$ cat config.mk
export PLATFORM = sky130hd
export DESIGN_NAME = b10_word_align_flat
export DESIGN_NICKNAME = d
export VERILOG_FILES = /design/src/rtl/b8b10_pkg.sv /design/src/rtl/b10_word_align_if.sv /design/src/rtl/b10_sym_check.sv /design/src/rtl/b10_word_align.sv /design/src/flat_wrapper.sv
export SDC_FILE = /design/constraint.sdc
export NUM_CORES = 1
export LEC_CHECK = 0
export CORE_MARGIN = 2
export CORE_UTILIZATION = 36
export CTS_BUF_LIST = sky130_fd_sc_hd__clkbuf_4
export DETAILED_ROUTE_END_ITERATION = 10
export DONT_BUFFER_PORTS = 1
export GPL_ROUTABILITY_DRIVEN = 0
export PLACE_DENSITY = 0.5
export SETUP_SLACK_MARGIN = 0.15
export SYNTH_ARGS = -nofsm -noshare
export SYNTH_HDL_FRONTEND = slang
export SYNTH_SLANG_ARGS = --single-unit
$ cat constraint.sdc
create_clock -name clk -period 4.6 [get_ports clk]
set_input_delay 1.15 -clock clk [delete_from_list [all_inputs] [get_ports clk]]
set_output_delay 1.15 -clock clk [all_outputs]
set_load 0.05 [all_outputs]
$ cat src/rtl/b8b10_pkg.sv
// Shared types, comma patterns and the 8b10b running-weight check used by the
// word aligner.
package b8b10_pkg;

  typedef enum logic [1:0] {
    HUNT    = 2'd0,
    CONFIRM = 2'd1,
    SYNC    = 2'd2
  } align_state_t;

  localparam logic [6:0] COMMA_NEG = 7'b0011111;
  localparam logic [6:0] COMMA_POS = 7'b1100000;

  function automatic logic [3:0] popcount10(input logic [9:0] w);
    logic [3:0] c;
    c = 4'd0;
    for (int i = 0; i < 10; i++) begin
      c = c + {3'b000, w[i]};
    end
    return c;
  endfunction

  // Legal 8b10b codes keep the whole word and both sub-blocks near DC balance.
  function automatic logic sym_weight_ok(input logic [9:0] w);
    logic [3:0] all_n;
    logic [3:0] six_n;
    logic [3:0] four_n;
    all_n  = popcount10(w);
    six_n  = popcount10({4'b0000, w[9:4]});
    four_n = popcount10({6'b000000, w[3:0]});
    return (all_n >= 4'd4) && (all_n <= 4'd6) &&
           (six_n >= 4'd2) && (six_n <= 4'd4) &&
           (four_n >= 4'd1) && (four_n <= 4'd3);
  endfunction

endpackage

$ cat src/rtl/b10_word_align_if.sv
// Serial-in / symbol-out bundle of the word aligner.
interface b10_word_align_if;
  logic       rx_bit;
  logic       rx_bit_valid;
  logic       realign;
  logic [9:0] sym;
  logic [3:0] fghj;
  logic       sym_valid;
  logic       sym_is_comma;
  logic       sym_err;
  logic       locked;

  modport master (
    output rx_bit, rx_bit_valid, realign,
    input  sym, fghj, sym_valid, sym_is_comma, sym_err, locked
  );

  modport slave (
    input  rx_bit, rx_bit_valid, realign,
    output sym, fghj, sym_valid, sym_is_comma, sym_err, locked
  );
endinterface

$ cat src/rtl/b10_sym_check.sv
// Combinational classifier for the current 10-bit window: comma and weight error.
module b10_sym_check
  import b8b10_pkg::*;
(
  input  logic [9:0] win,
  output logic       is_comma,
  output logic       is_err
);

  assign is_comma = (win[9:3] == COMMA_NEG) || (win[9:3] == COMMA_POS);
  assign is_err   = !sym_weight_ok(win);

endmodule

$ cat src/rtl/b10_word_align.sv
// 8b10b symbol aligner: comma-based boundary search with hunt/confirm/sync lock.
module b10_word_align
  import b8b10_pkg::*;
#(
  parameter int COMMA_CONFIRM = 3,
  parameter int LOSS_ERRS     = 4
) (
  input  logic             clk,
  input  logic             rst_n,
  b10_word_align_if.slave  bus
);

  localparam int CW = $clog2(COMMA_CONFIRM + 1);
  localparam int EW = $clog2(LOSS_ERRS + 1);
  localparam logic [CW-1:0] CC_LAST = CW'(COMMA_CONFIRM);
  localparam logic [EW-1:0] EC_LAST = EW'(LOSS_ERRS);

  // Only nine history bits are needed; the tenth comes straight from the line.
  logic [8:0]    sh;
  logic [8:0]    sh_n;
  logic [9:0]    win;
  logic [3:0]    bit_cnt;
  logic [3:0]    bit_cnt_n;
  logic [CW-1:0] ccnt;
  logic [CW-1:0] ccnt_n;
  logic [EW-1:0] ecnt;
  logic [EW-1:0] ecnt_n;
  align_state_t  state;
  align_state_t  state_n;
  logic          boundary;
  logic          emit;
  logic          is_comma;
  logic          is_err;

  assign win      = {sh, bus.rx_bit};
  assign boundary = bus.rx_bit_valid && (bit_cnt == 4'd9);

  b10_sym_check u_check (
    .win      (win),
    .is_comma (is_comma),
    .is_err   (is_err)
  );

  // Next-state, counter and emit decisions for the current bit.
  always_comb begin
    state_n   = state;
    ccnt_n    = ccnt;
    ecnt_n    = ecnt;
    emit      = 1'b0;
    if (bus.rx_bit_valid) begin
      sh_n      = win[8:0];
      bit_cnt_n = boundary ? 4'd0 : bit_cnt + 4'd1;
    end else begin
      sh_n      = sh;
      bit_cnt_n = bit_cnt;
    end

    if (bus.realign) begin
      state_n   = HUNT;
      ccnt_n    = '0;
      ecnt_n    = '0;
      bit_cnt_n = 4'd0;
    end else if (bus.rx_bit_valid) begin
      case (state)
        HUNT: begin
          if (is_comma) begin
            emit      = 1'b1;
            bit_cnt_n = 4'd0;
            ccnt_n    = CW'(1);
            ecnt_n    = '0;
            state_n   = (COMMA_CONFIRM == 1) ? SYNC : CONFIRM;
          end else begin
            state_n = HUNT;
          end
        end
        CONFIRM: begin
          if (boundary) begin
            emit = 1'b1;
            if (is_comma) begin
              if (ccnt >= CC_LAST - CW'(1)) begin
                ccnt_n  = CC_LAST;
                ecnt_n  = '0;
                state_n = SYNC;
              end else begin
                ccnt_n = ccnt + CW'(1);
              end
            end else if (is_err) begin
              state_n = HUNT;
            end else begin
              state_n = CONFIRM;
            end
          end else if (is_comma) begin
            // Comma at an unexpected phase: restart confirmation from here.
            emit      = 1'b1;
            bit_cnt_n = 4'd0;
            ccnt_n    = CW'(1);
          end else begin
            state_n = CONFIRM;
          end
        end
        SYNC: begin
          if (boundary) begin
            emit = 1'b1;
            if (is_err) begin
              if (ecnt >= EC_LAST - EW'(1)) begin
                ecnt_n  = EC_LAST;
                state_n = HUNT;
              end else begin
                ecnt_n = ecnt + EW'(1);
              end
            end else begin
              ecnt_n = '0;
            end
          end else begin
            state_n = SYNC;
          end
        end
        default: begin
          state_n = HUNT;
        end
      endcase
    end else begin
      state_n = state;
    end
  end

  // State, counters and registered symbol outputs.
  always_ff @(posedge clk or negedge rst_n) begin
    if (!rst_n) begin
      state            <= HUNT;
      sh               <= 9'd0;
      bit_cnt          <= 4'd0;
      ccnt             <= '0;
      ecnt             <= '0;
      bus.sym          <= 10'd0;
      bus.fghj         <= 4'd0;
      bus.sym_valid    <= 1'b0;
      bus.sym_is_comma <= 1'b0;
      bus.sym_err      <= 1'b0;
      bus.locked       <= 1'b0;
    end else begin
      state         <= state_n;
      sh            <= sh_n;
      bit_cnt       <= bit_cnt_n;
      ccnt          <= ccnt_n;
      ecnt          <= ecnt_n;
      bus.sym_valid <= emit;
      bus.locked    <= (state_n == SYNC);
      if (emit) begin
        bus.sym          <= win;
        bus.fghj         <= win[3:0];
        bus.sym_is_comma <= is_comma;
        bus.sym_err      <= is_err;
      end
    end
  end

endmodule

$ cat src/flat_wrapper.sv
// flat-port wrapper written by rule: the top's interface ports become plain ports
module b10_word_align_flat import b8b10_pkg::*;
#(
  parameter int COMMA_CONFIRM = 3,
  parameter int LOSS_ERRS     = 4
)
  (clk, rst_n, bus_rx_bit, bus_rx_bit_valid, bus_realign, bus_sym, bus_fghj, bus_sym_valid, bus_sym_is_comma, bus_sym_err, bus_locked);
  b10_word_align_if bus_i ();
  input  logic clk;
  input  logic rst_n;
  input wire logic [$bits(bus_i.rx_bit)-1:0] bus_rx_bit;
  input wire logic [$bits(bus_i.rx_bit_valid)-1:0] bus_rx_bit_valid;
  input wire logic [$bits(bus_i.realign)-1:0] bus_realign;
  output wire logic [$bits(bus_i.sym)-1:0] bus_sym;
  output wire logic [$bits(bus_i.fghj)-1:0] bus_fghj;
  output wire logic [$bits(bus_i.sym_valid)-1:0] bus_sym_valid;
  output wire logic [$bits(bus_i.sym_is_comma)-1:0] bus_sym_is_comma;
  output wire logic [$bits(bus_i.sym_err)-1:0] bus_sym_err;
  output wire logic [$bits(bus_i.locked)-1:0] bus_locked;
  assign bus_i.rx_bit = bus_rx_bit;
  assign bus_i.rx_bit_valid = bus_rx_bit_valid;
  assign bus_i.realign = bus_realign;
  assign bus_sym = bus_i.sym;
  assign bus_fghj = bus_i.fghj;
  assign bus_sym_valid = bus_i.sym_valid;
  assign bus_sym_is_comma = bus_i.sym_is_comma;
  assign bus_sym_err = bus_i.sym_err;
  assign bus_locked = bus_i.locked;
  b10_word_align #(.COMMA_CONFIRM(COMMA_CONFIRM), .LOSS_ERRS(LOSS_ERRS)) u_core (.clk(clk), .rst_n(rst_n), .bus(bus_i));
endmodule
==> results.yml <==
outcome:
  status: "finished clean"
layout:
  final_cell_mix: "dfrtp_1 (34), nand2_1 (23), inv_1 (22), o21ai_1 (12), ha_1 (10)"
  nNetsFinal: 227
  layout-drive-gt1-share_pct: 16.26
  utilization_pct: 40.29
  final_common_cell: "dfrtp_1"
  syn_to_final_growth_pct: 8.573
  diodes: 0
synth:
  syn_avg_cell_area_sq_um: 10.02
  synth_cell_types: 48
  synth_top_flop_cell: "dfrtp_1"
  netlist_area_sq_um: 2043
  async_flop_share_pct: 100.0
  ys_ff_latch: 34
  synth_seq_area_share_pct: 41.64
  synth_edf_count: 0
  syn_nets: 229
  synth_warnings: 0
  syn_inst: 204
timing:
  period_minus_slack_ns: 4.452
  fin_crit_sh_pct: 96.79
  worstMarginPinSlew_ns: 0.9142
  fin_skew_ns: 0.009988
  finalMaxSlewViolations: 0
  fin_hold_ws_ns: 0.4893
  max_freq_ghz: 0.2246
  slew_headroom_pct: 39.05
  rsz0062_at_grt: "yes"
  hold_viol: 0
  finalSetupViolations: 0
clock_tree:
  root_buffer: "clkbuf_4"
  clock_path_buffers: 2
  numCtsBuffers: 5
  cts.sinks: 34
  cts_tree: "built"
  cts.clk_slew.worst_paths_ns: 0.11
  clk_latency_ns: 0.33
  h-tree-depth: 2
pwr:
  swShare_pct: 39.47
  p_leak_nw: 0.9691
  combinationalPowerShare_pct: 33.0
  irDropWorstVdd_v: 0.0001187
  p_int_w: 0.0005198
  power_frac_clock_pct: 18.8
  p_switching_w: 0.0003390
  pwr_density_cell_nw_per_um2: 387.1
  p_seq_share_pct: 48.2
critical_path:
  path_class: "in2reg"
  crit_path_end_kind: "flip-flop"
  cp_max_fo: 4
  startpoint: "bus_rx_bit"
  start_kind: "primary input"
  required_ns: 4.83
  arrival_ns: 4.69
  rr_startpoint: "u_core.sh[2]"
die:
  start_util_pct: 37.11
  io_pins: 23
  num_rows: 27
  die-area_sq_um: 6294
  die_h_microns: 79.34
  fp.dieW_microns: 79.34
  core_sq_um: 5507
drt:
  num_vias: 1425
  routed_wl_microns: 3937
  first_pass_iters: 4
  vias_per_cell: 5.182
  drc: 0
  drtIter0Drc: 63
  ant_nets: 0
  wire_per_inst_microns: 14.32
global_routing:
  antenna_found_initial: 0
  grt_pass1_wl_microns: 6824
  grt_max_degree: 35
  overflow: 0
  grt_pass1_vias: 1478
  grt_use_total_pct: 14.12
hold_path:
  holdCritPathClass: "in2async"
placed_design:
  io_buffers: 0
  dp.final_hpwl_microns: 2919
job:
  max-cap-violations: 0
==> area by class of cell <==
class                      count  area [sq um]
clock buffer                   5         37.54
clock inverter                 3         16.27
sequential                    34         850.8
fill                         523          3288
multi-input combinational    132          1096
timing repair buffer           3         22.52
inverter                      26         105.1
tap                           72         90.09
==> synthesized netlist by cell type, types with 3 or more instances <==
| master | instances | area share (%) |
|---|---|---|
| dfrtp_1 | 34 | 42 |
| inv_1 | 25 | 4.6 |
| nand2_1 | 23 | 4.2 |
| o21ai_1 | 12 | 2.9 |
| ha_1 | 11 | 6.7 |
| fa_1 | 9 | 8.8 |
| o21ai_0 | 9 | 2.2 |
| clkbuf_1 | 5 | 0.92 |
| nor2_1 | 5 | 0.92 |
| a21oi_1 | 4 | 0.98 |
| a31oi_1 | 4 | 1.2 |
| buf_4 | 4 | 1.5 |
| mux2_1 | 4 | 2.2 |
| nor4_1 | 4 | 1.2 |
| and2_1 | 3 | 0.92 |
| buf_2 | 3 | 0.73 |
| nand2b_1 | 3 | 0.92 |
| nand4_1 | 3 | 0.92 |
| nor2b_1 | 3 | 0.92 |
| o211ai_1 | 3 | 1.1 |
==> routing by layer <==
metal | global-route usage [%] | vias to the layer above | part of all wire [%]
met3 | 3.295 | 2 | 2.9
met5 | 0 | - | 0
met4 | 6.724 | 0 | 1.1
li1 | - | 693 | -
met1 | 17.39 | 710 | 47
met2 | 23.31 | 20 | 49
==> sequential cells by signal, summed over array words and instances, names as in the netlist <==
register and cells:
u_core.bus.sym_err 1, u_core.bit_cnt 4, u_core.ecnt 3, u_core.bus.sym_is_comma 1, u_core.ccnt 2, u_core.bus.locked 1
u_core.sh 9, u_core.bus.sym_valid 1, u_core.bus.sym 10, u_core.state 2
==> path summary, 6_finish.rpt <==
check	end	slack, ns	depth (start not counted)
min in group clk	u_core.ccnt[0]	0.49	1
hold reg to reg	u_core.ccnt[0]	0.49	1
hold / removal	u_core.bus.sym_is_comma	0.49	0
setup reg to reg	u_core.ecnt[1]	0.37	14
setup / recovery	u_core.ecnt[1]	0.15	14
max in group asynchronous	u_core.sh[2]	4.03	0
==> critical path, cell delays in order <==
cell	delay, ns
inv_8	0.01
fa_1	0.48
inv_2	0.05
ha_4	0.26
inv_2	0.03
fa_1	0.48
fa_1	0.43
fa_2	0.38
fa_2	0.39
nor2b_4	0.14
nor4_4	0.31
and3_4	0.26
nor3_1	0.05
mux2_4	0.26
==> metrics by stage <==
stage | instances | power (W) | setup WS [ns] | setup TNS, ns | area [sq um]
floorplan | 204 | 0.0006525 | -0.1114 | -0.2572 | 2097
global placement | 267 | 0.0006913 | -0.2119 | -0.9538 | 2146
detailed placement | 267 | 0.0006988 | -0.2365 | -1.056 | 2146
CTS | 275 | 0.0008718 | 0.1480 | 0 | 2212
global route | 275 | 0.0009268 | 0.07191 | 0 | 2218
finish | 275 | 0.0008588 | 0.1477 | 0 | 2218
==> timing repair <==
item | 4_1_cts | 5_1_grt
endpoints found under the setup margin | 2 | 4
hold buffers | 0 | 0
pin swaps | 0 | 0
buffers inserted | 0 | 0
resized for setup | 2 | 2
==> cell families (layout without fill, tap and decap cells) <==
family          Yosys count  count (layout)  share of synthesized area, %
flops                    34              34                         41.64
compound gates           46              46                         15.25
mux                       7               7                         3.735
xor+xnor                  3               3                         1.286
buf+inv                  38              37                         7.899
fa+ha+maj                20              20                         15.55
simple gates             56              56                         14.64
==> power by group through the flow <==
stage,Clock (W),Sequential [W],Combinational (W)
detailed placement,0,0.000420,0.000279
global placement,0,0.000418,0.000273
floorplan,0,0.000394,0.000259
global route,0.000180,0.000419,0.000328
finish,0.000162,0.000414,0.000283
CTS,0.000171,0.000415,0.000287
(Power assumes the default switching activity.)
